**src/rtl/ctrl_seq.sv**
```systemverilog
// Micro-sequencer for the regA/regB/ALU datapath on the shared tristate bus.
// Accepts one opcode per handshake; all control outputs are registered Moore decodes.
module ctrl_seq (
  input  logic       clk,
  input  logic       grst,
  input  logic       start,
  input  logic [3:0] opcode,
  output logic       ready,
  output logic       done,
  output logic       err,
  output logic       halted,
  output logic       a_rs1,
  output logic       a_rs2,
  output logic       a_ws1,
  output logic       b_rs1,
  output logic       b_rs2,
  output logic       b_ws1,
  output logic       a_lrst,
  output logic       b_lrst,
  output logic [1:0] alu_op,
  output logic       alu_ws,
  output logic       out_ld
);

  // state  | meaning
  // IDLE   | ready, waiting for start
  // EXEC1  | ALU op settle cycle, alu_op driven, no bus driver
  // EXEC2  | datapath control cycle for the latched opcode
  // DONE   | done pulse (err with it for C/D/E)
  // HALT   | halted until grst
  typedef enum logic [2:0] {
    S_IDLE  = 3'd0,
    S_EXEC1 = 3'd1,
    S_EXEC2 = 3'd2,
    S_DONE  = 3'd3,
    S_HALT  = 3'd4
  } state_t;

  localparam logic [3:0] OP_LDA   = 4'h1;
  localparam logic [3:0] OP_LDB   = 4'h2;
  localparam logic [3:0] OP_MOVAB = 4'h3;
  localparam logic [3:0] OP_MOVBA = 4'h4;
  localparam logic [3:0] OP_OUTA  = 4'h9;
  localparam logic [3:0] OP_OUTB  = 4'hA;
  localparam logic [3:0] OP_CLRA  = 4'hB;
  localparam logic [3:0] OP_HLT   = 4'hF;

  state_t     r_state;
  state_t     w_state_nxt;
  logic [3:0] r_op;
  logic [3:0] w_op_nxt;

  logic       r_ready, r_done, r_err, r_halted;
  logic       r_a_rs1, r_a_rs2, r_a_ws1, r_b_rs1, r_b_rs2, r_b_ws1;
  logic       r_a_lrst, r_b_lrst, r_alu_ws, r_out_ld;
  logic [1:0] r_alu_op;

  logic       w_ready, w_done, w_err, w_halted;
  logic       w_a_rs1, w_a_rs2, w_a_ws1, w_b_rs1, w_b_rs2, w_b_ws1;
  logic       w_a_lrst, w_b_lrst, w_alu_ws, w_out_ld;
  logic [1:0] w_alu_op;

  function automatic logic is_alu(input logic [3:0] op);
    return (op >= 4'h5) && (op <= 4'h8);
  endfunction

  always_comb begin
    w_state_nxt = r_state;
    w_op_nxt    = r_op;
    case (r_state)
      S_IDLE: begin
        if (start) begin
          w_op_nxt    = opcode;
          w_state_nxt = is_alu(opcode) ? S_EXEC1 : S_EXEC2;
        end
      end
      S_EXEC1: w_state_nxt = S_EXEC2;
      S_EXEC2: w_state_nxt = (r_op == OP_HLT) ? S_HALT : S_DONE;
      S_DONE:  w_state_nxt = S_IDLE;
      S_HALT:  w_state_nxt = S_HALT;
      default: w_state_nxt = S_IDLE;
    endcase
  end

  // Outputs are decoded from the next state/opcode so they register alongside them.
  always_comb begin
    w_ready  = (w_state_nxt == S_IDLE);
    w_halted = (w_state_nxt == S_HALT);
    w_done   = (w_state_nxt == S_DONE);
    w_err    = w_done && (w_op_nxt inside {4'hC, 4'hD, 4'hE});
    w_a_rs1  = 1'b0;
    w_a_rs2  = 1'b0;
    w_a_ws1  = 1'b0;
    w_b_rs1  = 1'b0;
    w_b_rs2  = 1'b0;
    w_b_ws1  = 1'b0;
    w_a_lrst = 1'b0;
    w_b_lrst = 1'b0;
    w_alu_ws = 1'b0;
    w_out_ld = 1'b0;
    w_alu_op = 2'b00;
    if (((w_state_nxt == S_EXEC1) || (w_state_nxt == S_EXEC2)) && is_alu(w_op_nxt)) begin
      w_alu_op = w_op_nxt[1:0] - 2'd1;
    end
    if (w_state_nxt == S_EXEC2) begin
      if (is_alu(w_op_nxt)) begin
        w_alu_ws = 1'b1;
        w_a_rs2  = 1'b1;
      end else begin
        case (w_op_nxt)
          OP_LDA:   w_a_rs1 = 1'b1;
          OP_LDB:   w_b_rs1 = 1'b1;
          OP_MOVAB: begin
            w_a_ws1 = 1'b1;
            w_b_rs2 = 1'b1;
          end
          OP_MOVBA: begin
            w_b_ws1 = 1'b1;
            w_a_rs2 = 1'b1;
          end
          OP_OUTA: begin
            w_a_ws1  = 1'b1;
            w_out_ld = 1'b1;
          end
          OP_OUTB: begin
            w_b_ws1  = 1'b1;
            w_out_ld = 1'b1;
          end
          OP_CLRA: w_a_lrst = 1'b1;
          default: ;
        endcase
      end
    end
  end

  always_ff @(posedge clk or posedge grst) begin
    if (grst) begin
      r_state  <= S_IDLE;
      r_op     <= 4'h0;
      r_ready  <= 1'b1;
      r_done   <= 1'b0;
      r_err    <= 1'b0;
      r_halted <= 1'b0;
      r_a_rs1  <= 1'b0;
      r_a_rs2  <= 1'b0;
      r_a_ws1  <= 1'b0;
      r_b_rs1  <= 1'b0;
      r_b_rs2  <= 1'b0;
      r_b_ws1  <= 1'b0;
      r_a_lrst <= 1'b0;
      r_b_lrst <= 1'b0;
      r_alu_ws <= 1'b0;
      r_out_ld <= 1'b0;
      r_alu_op <= 2'b00;
    end else begin
      r_state  <= w_state_nxt;
      r_op     <= w_op_nxt;
      r_ready  <= w_ready;
      r_done   <= w_done;
      r_err    <= w_err;
      r_halted <= w_halted;
      r_a_rs1  <= w_a_rs1;
      r_a_rs2  <= w_a_rs2;
      r_a_ws1  <= w_a_ws1;
      r_b_rs1  <= w_b_rs1;
      r_b_rs2  <= w_b_rs2;
      r_b_ws1  <= w_b_ws1;
      r_a_lrst <= w_a_lrst;
      r_b_lrst <= w_b_lrst;
      r_alu_ws <= w_alu_ws;
      r_out_ld <= w_out_ld;
      r_alu_op <= w_alu_op;
    end
  end

  assign ready  = r_ready;
  assign done   = r_done;
  assign err    = r_err;
  assign halted = r_halted;
  assign a_rs1  = r_a_rs1;
  assign a_rs2  = r_a_rs2;
  assign a_ws1  = r_a_ws1;
  assign b_rs1  = r_b_rs1;
  assign b_rs2  = r_b_rs2;
  assign b_ws1  = r_b_ws1;
  assign a_lrst = r_a_lrst;
  assign b_lrst = r_b_lrst;
  assign alu_ws = r_alu_ws;
  assign out_ld = r_out_ld;
  assign alu_op = r_alu_op;

endmodule

```
**config.mk**
```make
export PLATFORM = sky130hd
export DESIGN_NAME = ctrl_seq
export DESIGN_NICKNAME = d
export VERILOG_FILES = /design/src/rtl/ctrl_seq.sv
export SDC_FILE = /design/constraint.sdc
export NUM_CORES = 1
export LEC_CHECK = 0
export ABC_CLOCK_PERIOD_IN_PS = 3050
export CORE_UTILIZATION = 44
export CTS_BUF_LIST = sky130_fd_sc_hd__clkbuf_16
export CTS_CLUSTER_SIZE = 25
export DETAILED_ROUTE_END_ITERATION = 16
export MAX_ROUTING_LAYER = met4
export PLACE_DENSITY_LB_ADDON = 0.12
export SYNTH_ARGS = -nofsm -noshare
export SYNTH_HDL_FRONTEND = slang
export SYNTH_SLANG_ARGS = --single-unit
```
**constraint.sdc**
```tcl
create_clock -name clk -period 3.05 [get_ports clk]
set_clock_uncertainty 0.15 [all_clocks]
set_input_delay 0.4575 -clock clk [delete_from_list [all_inputs] [get_ports clk]]
set_output_delay 0.4575 -clock clk [all_outputs]
set_load 0.02 [all_outputs]
```
==> summary.txt, run 1 <==
Floorplanning
  • Rows: 17
  • Die width: 51.97 um
  • Core ar.: 0.002276 mm^2
  • I/O pin count: 23
  • Starting Density: 48.27%
  • Chip Height: 51.97 um
  • Die ar.: 0.002700 mm^2

Detailed routing
  • Routed vias/inst: 5.167
  • DRC: 0
  • First-pass detailed-route iteration total: 4
  • WL/cell: 13.69 um
  • Total number of vias: 806
  • Routed WL: 2136 um
  • DRT iter0 DRCs: 16
  • ANT nets after route: 0

Timing
  • Unrepaired setup endpoints after global routing: false
  • Total negative slack: 0 ns
  • Final Hold Viols: 0
  • Slew @ Worst Pin: 0.7908 ns
  • Max-slew headroom: 47.22%
  • # setup viols final: 0
  • Final WS setup: 0.2474 ns
  • Max Freq: 356.8 MHz
  • Pins Over Slew Limit: 0
  • Period Utilization, post-route: 91.89%
  • Min Clock Period, post-route: 2.803 ns

Global route
  • Vias in the first global route: 825
  • Initial antenna violation count: 0
  • Grt total ovfl: 0
  • Pin count of the biggest net entering global routing: 23
  • First-pass GRT wire length: 3732 um
  • Tot GR Track Use: 20.17%

Clock network
  • Post-CTS resize count: 0
  • Clock root cell: clkbuf_16
  • Reg clk slew, reported paths: 0.06 ns
  • Post-CTS Setup Bufs: 0
  • CTS Buffer Depth: 2
  • H-tree depth: 1
  • CTS tree: built
  • Hold_buf cts: 0
  • Worst-skew pair later-pin latency: 0.26 ns
  • TritonCTS Buffers: 3
  • CTS sink cnt: 22

Worst setup path
  • Reg2Reg Setup Slack: 0.32 ns
  • Crit. End Element: flip-flop
  • Kind of critical path: in2reg
  • CP max FO: 5
  • Crit path DAT: 2.83 ns
  • CP Data Required Time: 3.08 ns
  • Startpoint types: input pin
  • Worst r2r src: r_state[0]
  • Worst r2r path cells: 9
  • Reg-to-Reg End: a_lrst

Logic synthesis
  • Syn Nets: 111
  • Mapped Area: 0.001099 mm^2
  • Mean Syn Cell Area: 10.99 um^2
  • Syn. warnings: 0
  • Sequential element share of the synthesized area: 50.23%
  • Post-Syn Instances: 100
  • Distinct cells, synth: 34
  • Seq cells post-synth: 22

Placed design
  • Final HPWL DP: 1594 um
  • Pre-CTS setup slack: 0.01249 ns
  • GPL Wtd Cong: 0.8649
  • Number of I/O port buffers: 21
  • Placed cell count: 152

Power
  • PwrDens: 1005 mW/mm^2
  • Leak Pwr: 0.6596 nW
  • Peak supply drop: 0.0004901 V
  • Total power: 1.451 mW

Hold path
  • Hold path endpoint: r_op[0]
  • Hold Path Class: reg2reg
  • HP Start: r_op[0]
  • Hold Path Depth: 2

Job
  • Max cap viols: 0

Finish
  • Layout fillers: 161
  • Area Overhead vs Synth: 31.43%
  • Final non-filler cell total: 156
  • Layout Nets: 140
  • Area of the multi-input gates: 481.7 um^2
  • Diode count: 0
  • Share of layout cells above drive strength 1: 14.84%
  • FF+latch area: 551.8 um^2

Outcome
  • Status: finished, final reports clean
## power breakdown
group          internal (mW)  switching [mW]
sequential             0.386          0.0839
combinational          0.329           0.376
clock                  0.175           0.101
total                  0.890           0.561
## cell usage in the layout (no fill, tap or decap)
master,n
nor4b_4,1
mux2_1,1
clkdlybuf4s50_1,21
a31oi_1,1
nor3b_2,1
nor3_1,3
dfstp_2,1
conb_1,1
o21ai_1,1
o2111a_1,2
a21oi_1,2
nand2b_1,2
ha_1,4
buf_4,8
inv_1,7
or4b_4,1
dfrtp_1,21
nand3_1,3
nand4_1,1
a221oi_1,1
nor2_1,13
o21ai_0,1
a221oi_4,1
mux2i_1,6
inv_2,1
nor4_1,1
a2bb2oi_1,1
clkbuf_16,3
nand2_1,8
and2_1,2
a2111oi_2,1
o221ai_2,1
nor2b_1,6
## cells in the mapped netlist, drive strengths merged
cell type   n  area share [%]
dfrtp      21              48
nor2       13             4.4
nand2       8             2.7
inv         7             2.4
mux2i       6             5.5
nor2b       6             3.4
buf         4             3.2
ha          4             4.6
nand3       3             1.4
nor3        3             1.4
a21oi       2            0.91
a221oi      2             3.2
and2        2             1.1
nand2b      2             1.1
o2111a      2             2.0
o21ai       2            0.91
a2111oi     1             1.4
a2bb2oi     1            0.80
a31oi       1            0.57
clkbuf      1            0.34
conb        1            0.34
dfstp       1             2.4
mux2        1             1.0
nand4       1            0.57
nor3b       1             1.1
nor4        1            0.57
nor4b       1             2.2
o221ai      1             1.4
or4b        1             1.3
## kinds of logic after synthesis
group / share of synthesized area [%]
adders and majority gates: 4.556
other: 0.3414
AOI/OAI and AO/OA: 11.16
muxes: 6.492
and+or+nand+nor: 21.30
DFF: 50.23
buffers and inverters: 5.921
## area by class of cell
class,count,area share [%]
Sequential cell,22,38.22
Multi-Input combinational cell,66,33.36
Timing Repair Buffer,29,18.72
Clock buffer,3,5.199
Tap cell,28,2.426
Inverter,7,1.820
Clock inverter,1,0.2600
## how the worst max path moves through the flow
stage	cells past startpoint	from	endpoint
final	10	start	a_lrst
after global routing	10	start	out_ld
after CTS	10	start	a_lrst
after detailed placement	10	start	a_lrst
after global placement	10	start	a_lrst
after floorplan	10	r_state[1]	a_lrst
## metal layers
metal | vias up | GRT usage [%] | routed length, um
met4 | 0 | 11.26 | 64
met3 | 9 | 4.971 | 82
li1 | 394 | - | -
met2 | 21 | 29.49 | 944
met5 | - | - | 0
met1 | 382 | 25.42 | 1045
## through the flow
step / area [um^2] / hold WS (ns) / util (%)
finish: 1444 / 0.4374 / 63.44
CTS: 1444 / 0.4447 / 63.44
global route: 1444 / 0.4844 / 63.44
global placement: 1365 / 0.4178 / 59.98
detailed placement: 1365 / 0.4160 / 59.98
floorplan: 1099 / 0.2960 / -
## critical path, cell delays in order
cell and delay [ns]:
clkdlybuf4s50_1 0.50, or4b_4 0.48, nand2_1 0.07, and2_1 0.20, ha_1 0.22, nand2b_1 0.09
a221oi_1 0.29, buf_4 0.18, o221ai_2 0.15, nor3b_2 0.19
## registers in the layout (all words and copies together), names as in the netlist
signal / count
a_rs1: 1
out_ld: 1
done: 1
b_rs2: 1
err: 1
b_rs1: 1
a_lrst: 1
halted: 1
a_ws1: 1
b_ws1: 1
a_rs2: 1
alu_op: 2
r_op: 4
ready: 1
r_state: 3
alu_ws: 1
(Power assumes the default switching activity.)
==> run 2, diff against run 1 <==
CORE_MARGIN = 3   (was not set)
==> run 2 against run 1 <==
  * Utilization rose by 0.066 points
  * Sequential share of layout area shrank 0.39 points
  * Flip-flop and latch count unchanged
  * Worst hold slack improved by 0.046 ns
  * Critical path type unchanged
  * Largest cell class unchanged
  * Highest routed layer unchanged
==> summary.txt, run 2 (synthesis gave the netlist of run 1 again) <==
Power
  • Switching share of power: 38.10% (was 38.65%)
  • Flop pwr share: 31.0% (was 32.4%)
  • Peak supply drop: 0.0006335 V (was 0.0004901 V)
  • Internal: 0.9058 mW (was 0.8901 mW)
  • Combinational power share: 50.3% (was 48.6%)
  • NetSw: 0.5575 mW (was 0.5607 mW)
  • Clock power share: 18.7% (was 19.0%)
  • Leak Pwr: 0.6657 nW (was 0.6596 nW)
  • PwrDens: 1003 mW/mm^2 (was 1005 mW/mm^2)

Detailed routing
  • Routed vias/inst: 5.171 (was 5.167)
  • WL met2: 954 um (was 944 um)
  • Total number of vias: 817 (was 806)
  • DRC: 0 (unchanged)
  • DRT iter0 DRCs: 11 (was 16)
  • WL/cell: 13.83 um (was 13.69 um)
  • Max layer used: met4 (unchanged)
  • Met1 Wirelength: 1039 um (was 1045 um)
  • Met3 wire len: 115 um (was 82 um)
  • Routed WL: 2185 um (was 2136 um)
  • First-pass detailed-route iteration total: 4 (unchanged)
  • ANT nets after route: 0 (unchanged)

Timing
  • Final WS setup: 0.2641 ns (was 0.2474 ns)
  • Slew @ Worst Pin: 0.7965 ns (was 0.7908 ns)
  • Final Hold Viols: 0 (unchanged)
  • Min Clock Period, post-route: 2.786 ns (was 2.803 ns)
  • Max Freq: 358.9 MHz (was 356.8 MHz)
  • Total negative slack: 0 ns (unchanged)
  • Period Utilization, post-route: 91.34% (was 91.89%)
  • Max-slew headroom: 46.84% (was 47.22%)
  • Pins Over Slew Limit: 0 (unchanged)
  • Unrepaired setup endpoints after global routing: false (unchanged)
  • # setup viols final: 0 (unchanged)
  • Final hold slack: 0.4831 ns (was 0.4374 ns)

Worst setup path
  • CP endpoint: a_lrst (unchanged)
  • Worst r2r src: r_state[1] (was r_state[0])
  • Critical path's largest stage delay: 0.49 ns (was 0.50 ns)
  • Crit path DAT: 2.81 ns (was 2.83 ns)
  • CP Data Required Time: 3.07 ns (was 3.08 ns)
  • Slowest cell on the critical path: clkdlybuf4s50_1 (unchanged)
  • Kind of critical path: in2reg (unchanged)
  • Reg2Reg Setup Slack: 0.37 ns (was 0.32 ns)
  • CP max FO: 5 (unchanged)
  • Worst-path cell chain: clkdlybuf4s50_1 -> or4b_4 -> nand2_1 -> and2_1 -> ha_1 -> nand2b_1 -> buf_4 -> a221oi_4 -> o221ai_2 -> nor3b_2 (was clkdlybuf4s50_1 -> or4b_4 -> nand2_1 -> and2_1 -> ha_1 -> nand2b_1 -> a221oi_1 -> buf_4 -> o221ai_2 -> nor3b_2)
  • Crit. Startpoint: start (unchanged)
  • Reg-to-Reg End: a_lrst (unchanged)
  • CP top delay family: simple AND/OR/NAND/NOR gates (unchanged)
  • Worst path bufs/invs: 2 (unchanged)
  • Startpoint types: input pin (unchanged)
  • Worst r2r path cells: 9 (unchanged)
  • CP Depth: 10 (unchanged)
  • Crit. End Element: flip-flop (unchanged)

Placed design
  • Pre-CTS setup slack: 0.03238 ns (was 0.01249 ns)
  • GPL Wtd Cong: 0.9033 (was 0.8649)
  • Number of I/O port buffers: 21 (unchanged)
  • Final HPWL DP: 1652 um (was 1594 um)

Finish
  • Most frequent cells in the layout: dfrtp_1 (21), clkdlybuf4s50_1 (21), nor2_1 (13), buf_4 (10), nand2_1 (8) (was dfrtp_1 (21), clkdlybuf4s50_1 (21), nor2_1 (13), nand2_1 (8), buf_4 (8))
  • Area of the multi-input gates: 481.7 um^2 (unchanged)
  • Share of layout cells above drive strength 1: 16.15% (was 14.84%)
  • FF+latch area: 551.8 um^2 (unchanged)
  • Largest Register: r_op (unchanged)
  • Layout Nets: 142 (was 140)
  • Layout fillers: 186 (was 161)
  • Diode count: 0 (unchanged)
  • Area Overhead vs Synth: 32.80% (was 31.43%)
  • Max reg flops: 4 (unchanged)

Global route
  • Initial antenna violation count: 0 (unchanged)
  • Tot GR Track Use: 16.02% (was 20.17%)
  • Grt total ovfl: 0 (unchanged)
  • Vias in the first global route: 821 (was 825)
  • Pin count of the biggest net entering global routing: 23 (unchanged)
  • First-pass GRT wire length: 3753 um (was 3732 um)

Clock network
  • CTS tree: built (unchanged)
  • Clock root cell: clkbuf_16 (unchanged)
  • CTS sink cnt: 22 (unchanged)
  • Post-CTS resize count: 0 (unchanged)
  • TritonCTS Buffers: 3 (unchanged)
  • Post-CTS Setup Bufs: 0 (unchanged)
  • Hold_buf cts: 0 (unchanged)
  • Reg clk slew, reported paths: 0.05 ns (was 0.06 ns)
  • Worst-skew pair later-pin latency: 0.25 ns (was 0.26 ns)
  • CTS Buffer Depth: 2 (unchanged)
  • H-tree depth: 1 (unchanged)

Floorplanning
  • Core ar.: 0.002297 mm^2 (was 0.002276 mm^2)
  • Chip Height: 55.97 um (was 51.97 um)
  • Die ar.: 0.003132 mm^2 (was 0.002700 mm^2)
  • Starting Density: 47.82% (was 48.27%)
  • I/O pin count: 23 (unchanged)
  • Rows: 17 (unchanged)
  • Die width: 55.97 um (was 51.97 um)

Hold path
  • Hold Path Class: reg2reg (unchanged)

Job
  • Max cap viols: 0 (unchanged)

Outcome
  • Status: finished, final reports clean (unchanged)
[run 2: cell types whose count changed in the layout (fill, tap and decap cells not counted), sizes merged]
cell / delta
buf: +2
clkinv: +1
inv: -1
[run 2: power groups by stage]
stage | sequential [mW] | clock, mW | combinational [mW]
floorplan | 0.494 | 0 | 0.428
global placement | 0.456 | 0 | 0.727
detailed placement | 0.458 | 0 | 0.738
CTS | 0.453 | 0.280 | 0.741
global route | 0.468 | 0.295 | 0.813
finish | 0.454 | 0.273 | 0.736
[run 2: worst min path at each step]
stage,start,end,cells after the start
finish,r_op[2],r_op[2],2
global route,r_state[2],ready,2
CTS,r_op[2],r_op[2],2
detailed placement,r_op[2],r_op[2],2
global placement,r_op[2],r_op[2],2
floorplan,grst,a_lrst,1
[run 2: worst reg2reg max path, cell delays in order, from the launching register on]
cell      delay, ns
dfrtp_1        0.48
or4b_4         0.58
nand2_1        0.08
and2_1         0.19
ha_1           0.21
nand2b_1       0.09
buf_4          0.15
a221oi_4       0.28
o221ai_2       0.20
nor3b_2        0.19
[run 2: layer usage]
metal	GRT usage, %	vias to the layer above
met5	-	-
met4	10.17	0
met3	3.712	7
met2	21.20	23
met1	21.80	389
li1	-	398
[run 2: cell type report]
type,instances,share of cell area [%]
well taps,28,2.401
clock inverters,1,0.2573
clock buffers,3,5.146
multi-input cells,66,33.02
inverters,7,1.801
flip-flops and latches,22,37.82
repair buffers,31,19.55
[run 2: per-stage QoR]
stage / util (%) / total power, mW / instances / instance area (um^2)
6_report: 63.51 / 1.463 / 158 / 1459
5_1_grt: 63.51 / 1.576 / 158 / 1459
4_1_cts: 63.51 / 1.474 / 158 / 1459
3_5_place_dp: 60.08 / 1.196 / 154 / 1380
3_3_place_gp: 60.08 / 1.183 / 154 / 1380
2_1_floorplan: - / 0.9213 / 100 / 1099
==> run 3, diff against run 2 <==
GPL_ROUTABILITY_DRIVEN = 1   (was not set)
==> results of run 3 <==
The final DEF is identical to that of run 2; final timing and power are the same.
==> edit 1: new RTL, settings of run 2 <==
Register the output `err` once more, with the module's reset; this adds one clock of latency there. The other outputs are not delayed to match.
--- a/src/rtl/ctrl_seq.sv
+++ b/src/rtl/ctrl_seq.sv
@@ -175,7 +175,13 @@
 
   assign ready  = r_ready;
   assign done   = r_done;
-  assign err    = r_err;
+  always_ff @(posedge clk or posedge grst) begin
+    if (grst) begin
+      err <= '0;
+    end else begin
+      err <= r_err;
+    end
+  end
   assign halted = r_halted;
   assign a_rs1  = r_a_rs1;
   assign a_rs2  = r_a_rs2;
Function: changed (Yosys sat finds a counterexample within 4 cycles, from zero or initial values and one cycle with grst high).
==> edit 1 against run 2 <==
Power rose by 1.3%; routed wire length rose by 3.3%; sequential cell count up 1; utilization grew 0.17 points; area after synthesis up 2.3%; cell area rose by 1.2%; setup slack better by 0.0054 ns; largest power group unchanged.
==> edit 1: results (changes against run 2) <==
Status
  – Status: complete, no violations

Min path
  – Worst hold start: r_err$_DFF_PP0_
  – Hold path depth: 0 (-2)
  – WHS Endpoint: err$_DFF_PP0_
  – Path type of the worst min-delay path: reg -> reg

GRT
  – Vias in the first global route: 823 (+0.24%)
  – GR Util met3: 0.0276 (-0.00954)
  – M1 GR Usage: 0.208 (-0.00951)
  – Largest net degree at the start of global routing: 24 (+4.3%)
  – First-pass GRT wire length: 3780 um (+0.75%)
  – M2 GR Usage: 0.231 (+0.0190)
  – Gr usage total: 0.161 (+0.00105)

Synthesis
  – Async SR Flop Fraction: 1.00 (unchanged)
  – Mapped Area: 1120 sq um (+2.3%)
  – Cells after Synth: 101 (+1.0%)
  – Synth top area cells: dfrtp_1, mux2i_1, ha_1, nor2_1, nor2b_1
  – Mapped Nets: 112 (+0.90%)
  – Netlist cell types: 34 (unchanged)
  – Register area share after synthesis: 0.513 (+0.0111)
  – Post-synth top cells: dfrtp_1, nor2_1, nand2_1

Drt
  – Final WL: 2260 um (+3.3%)
  – Pre-antenna DRT Iters: 4 (unchanged)
  – Post-DR vias/cell: 5.19 (+0.37%)
  – Initial DRC count: 5 (-6)

Clock network
  – Clock transition at path regs: 0.06 ns
  – Post_cts resized: 0 (unchanged)
  – Root Buffer Master: clkbuf_16

Place
  – Placed Area: 1400 sq um (+1.3%)
  – Port Buffers: 21 (unchanged)
  – Placer congestion estimate: 0.930 (+2.9%)
  – Detailed placement HPWL: 1680 um (+1.8%)

Power
  – Peak VDD IR: 0.574 mV (-9.4%)
  – Lkg Pwr: 0.678 nW (+1.9%)

Setup path
  – Reg-to-Reg End: out_ld$_DFF_PP0_
  – Reg2Reg Setup Slack: 0.35 ns (-0.02 ns)
  – CP arrival: 2.80 ns (about the same)
  – Worst R2R Start: r_state[0]$_DFF_PP0_
  – Worst-path fanout max: 5 (unchanged)

Cells and area
  – Multi-input gate area: 482 sq um (unchanged)
  – Fin cells: 158 (unchanged)
  – Fill cells: 180 (-3.2%)
  – Largest reg by FF count: r_op
  – Layout cell share with drive strength beyond 1: 0.154 (-0.00769)

STA
  – Slew headroom: 0.445 (-0.0234)
  – Min Hold Slack: 0.198 ns (-0.285 ns)
[edit 1: cell count changes in the layout (fill, tap and decap cells not counted)]
cell / before / now
buf_4: 10 / 9
clkinv_1: 1 / 0
inv_1: 6 / 7
dfrtp_1: 21 / 22
[edit 1: cell type report]
type,count,area share
Sequential cell,23,0.391
Multi-Input combinational cell,66,0.326
Timing Repair Buffer,30,0.188
Clock buffer,3,0.0508
Tap cell,28,0.0237
Inverter,7,0.0178
Clock inverter,1,0.00254
[edit 1: critical path, cell delays in order]
cell,delay (ns)
clkdlybuf4s50_1,0.52
nor4b_4,0.29
mux2i_1,0.29
inv_1,0.10
ha_1,0.21
nand2b_1,0.16
buf_4,0.15
a221oi_4,0.27
o221ai_2,0.19
nor3_1,0.17
[edit 1: kinds of logic (layout without fill, tap and decap cells)]
| kind of cell | after synthesis | after routing | synth area share |
|---|---|---|---|
| buffers and inverters | 12 | 41 | 0.0579 |
| adders and majority gates | 4 | 4 | 0.0445 |
| AOI/OAI and AO/OA | 12 | 12 | 0.109 |
| and+or+nand+nor | 42 | 42 | 0.208 |
| DFF | 23 | 23 | 0.513 |
| other | 1 | 1 | 0.00334 |
| muxes | 7 | 7 | 0.0635 |
[edit 1: how the worst max path moves through the flow]
stage / startpoint / end / slack (ns) / cells after the start
floorplan: r_state[1]$_DFF_PP0_ / a_lrst$_DFF_PP0_ / 0.22 / 10
CTS: start / a_lrst$_DFF_PP0_ / 0.27 / 10
global placement: start / a_lrst$_DFF_PP0_ / 0.08 / 10
global route: start / out_ld$_DFF_PP0_ / 0.06 / 10
detailed placement: start / a_lrst$_DFF_PP0_ / 0.004 / 10
finish: start / out_ld$_DFF_PP0_ / 0.27 / 10
[edit 1: through the flow]
stage | total power [mW] | setup WS (ns)
after floorplan | 0.939 | 0.217
after global placement | 1.19 | 0.0807
after detailed placement | 1.21 | 0.00433
after CTS | 1.49 | 0.270
after global routing | 1.58 | 0.0617
final | 1.48 | 0.270
[edit 1: power by group]
group	switching (mW)	internal, mW
Clock	0.102	0.175
Sequential	0.0878	0.403
Combinational	0.378	0.337
[edit 1: metal layers]
layer	vias up	share of wire	routed length [um]
met5	-	0	0
li1	401	-	-
met2	20	0.45	1020
met3	4	0.044	99
met4	0	0.025	57
met1	395	0.48	1080
==> edit 2: new RTL, settings of run 2 <==
Made on the original files. Re-encode `state_t` (5 states) as one-hot, 5 bits wide.
--- a/src/rtl/ctrl_seq.sv
+++ b/src/rtl/ctrl_seq.sv
@@ -28,12 +28,12 @@
   // EXEC2  | datapath control cycle for the latched opcode
   // DONE   | done pulse (err with it for C/D/E)
   // HALT   | halted until grst
-  typedef enum logic [2:0] {
-    S_IDLE  = 3'd0,
-    S_EXEC1 = 3'd1,
-    S_EXEC2 = 3'd2,
-    S_DONE  = 3'd3,
-    S_HALT  = 3'd4
+  typedef enum logic [4:0] {
+    S_IDLE  = 5'b00001,
+    S_EXEC1 = 5'b00010,
+    S_EXEC2 = 5'b00100,
+    S_DONE  = 5'b01000,
+    S_HALT  = 5'b10000
   } state_t;
 
   localparam logic [3:0] OP_LDA   = 4'h1;
Formal check against the unedited RTL: no difference found for any inputs over 10 cycles, from zero or initial values and one cycle with grst high; not proved beyond that.
==> edit 2 against run 2 <==
Routed wire length up 18%; global-route usage grew 1.4 points; setup slack lost 0.021 ns; critical path type unchanged; power decreased by 13%; combinational power decreased by 29%; area after synthesis increased by 13%; cell area rose by 5.1%; via count increased by 20%; sequential cell count increased by 2.
==> edit 2: results (changes against run 2) <==
Status
  – Status: complete, no violations

Drt
  – Top sig layer: met4
  – Post-DR vias/cell: 5.75 (+11%)
  – Met2 WL: 1220 um (+28%)
  – Pre-antenna DRT Iters: 4 (unchanged)
  – Initial DRC count: 32 (+21)
  – Met1 Wirelength: 1170 um (+13%)
  – DR WL met3: 142 um (+23%)
  – Final WL: 2590 um (+18%)

GRT
  – GRT busiest layer: met2
  – GR Util met3: 0.0283 (-0.00880)
  – Gr usage total: 0.174 (+0.0143)
  – First-pass GRT wire length: 4380 um (+17%)
  – Initial antenna violation count: 0 (unchanged)
  – M2 GR Usage: 0.262 (+0.0498)
  – M1 GR Usage: 0.235 (+0.0171)
  – Largest net degree at the start of global routing: 25 (+8.7%)
  – Vias in the first global route: 933 (+14%)

Clock network
  – Clock Latency Late Sink: 0.26 ns
  – Number of buffers on the longest clock path: 2 (unchanged)
  – Post_cts resized: 0 (unchanged)
  – CTS tree: done
  – Clock transition at path regs: 0.06 ns

Synthesis
  – Async SR Flop Fraction: 1.00 (unchanged)
  – Synth top area cells: dfrtp_1, dfstp_2, ha_1, nor2_1, inv_1
  – Register area share after synthesis: 0.487 (-0.0154)
  – Post-Synth XOR/XNOR Area: 0.00707 (+0.00707)
  – Netlist cell types: 44 (+29%)
  – Mux cell area share after synthesis: 0.0343 (-0.0306)
  – Synth Area in Compound Gates: 0.135 (+0.0237)
  – Adder-cell share of the synthesized area: 0.0404 (-0.00515)
  – Mapped Nets: 130 (+17%)
  – Ys Warns: 0 (unchanged)
  – Post-synth top cells: dfrtp_1, nor2_1, inv_1, nor3_1

Min path
  – WHS Endpoint: r_op[0]$_DFF_PP0_
  – Worst hold start: r_op[0]$_DFF_PP0_
  – Hold path depth: 1 (-1)

Die
  – # rows: 18 (+1)

Setup path
  – CP endpoint: alu_op[1]$_DFF_PP0_
  – CP arrival: 2.82 ns (about the same)
  – Worst R2R Start: r_state[0]$_DFF_PP1_
  – Worst-path fanout max: 7 (+2)
  – Reg2Reg Setup Slack: 0.34 ns (-0.03 ns)

Cells and area
  – Largest reg by FF count: r_state
  – Fill cells: 210 (+13%)
  – Fin nets: 152 (+7.0%)
  – Max reg flops: 5 (+1)
  – Layout cell share with drive strength beyond 1: 0.114 (-0.0473)

Place
  – Placer congestion estimate: 0.872 (-3.4%)
  – Detailed placement HPWL: 1960 um (+19%)

Power
  – Clk power: 0.283 mW (+4%)
  – Lkg Pwr: 0.687 nW (+3.2%)
  – Seq pwr: 0.468 mW (+3%)
  – Total Power: 1.27 mW (-13%)
  – Switching power: 0.491 mW (-12%)
  – Peak VDD IR: 0.553 mV (-13%)

STA
  – Slew headroom: 0.392 (-0.0765)
==> edit 2: cell types whose count changed in the layout (fill, tap and decap cells not counted), moves of 4 or more <==
cell,delta
buf_4,-9
inv_1,+5
mux2i_1,-4
nand2_1,-6
nor2b_1,-5
o21ai_0,+4
==> edit 2: area by class of cell <==
type | instances | share of cell area
Timing Repair Buffer | 22 | 0.142
Clock inverter | 1 | 0.00245
Tap cell | 30 | 0.0245
Sequential cell | 24 | 0.393
Inverter | 11 | 0.0269
Clock buffer | 3 | 0.0489
Multi-Input combinational cell | 79 | 0.362
==> edit 2: through the flow <==
stage	setup slack, ns	cell area (sq um)	utilization	hold WS [ns]	cells
2_1_floorplan	0.433	1240	-	0.321	119
3_3_place_gp	0.158	1460	0.567	0.406	166
3_5_place_dp	0.00934	1460	0.567	0.427	166
4_1_cts	0.274	1530	0.597	0.448	170
5_1_grt	0.120	1530	0.597	0.469	170
6_report	0.243	1530	0.597	0.447	170
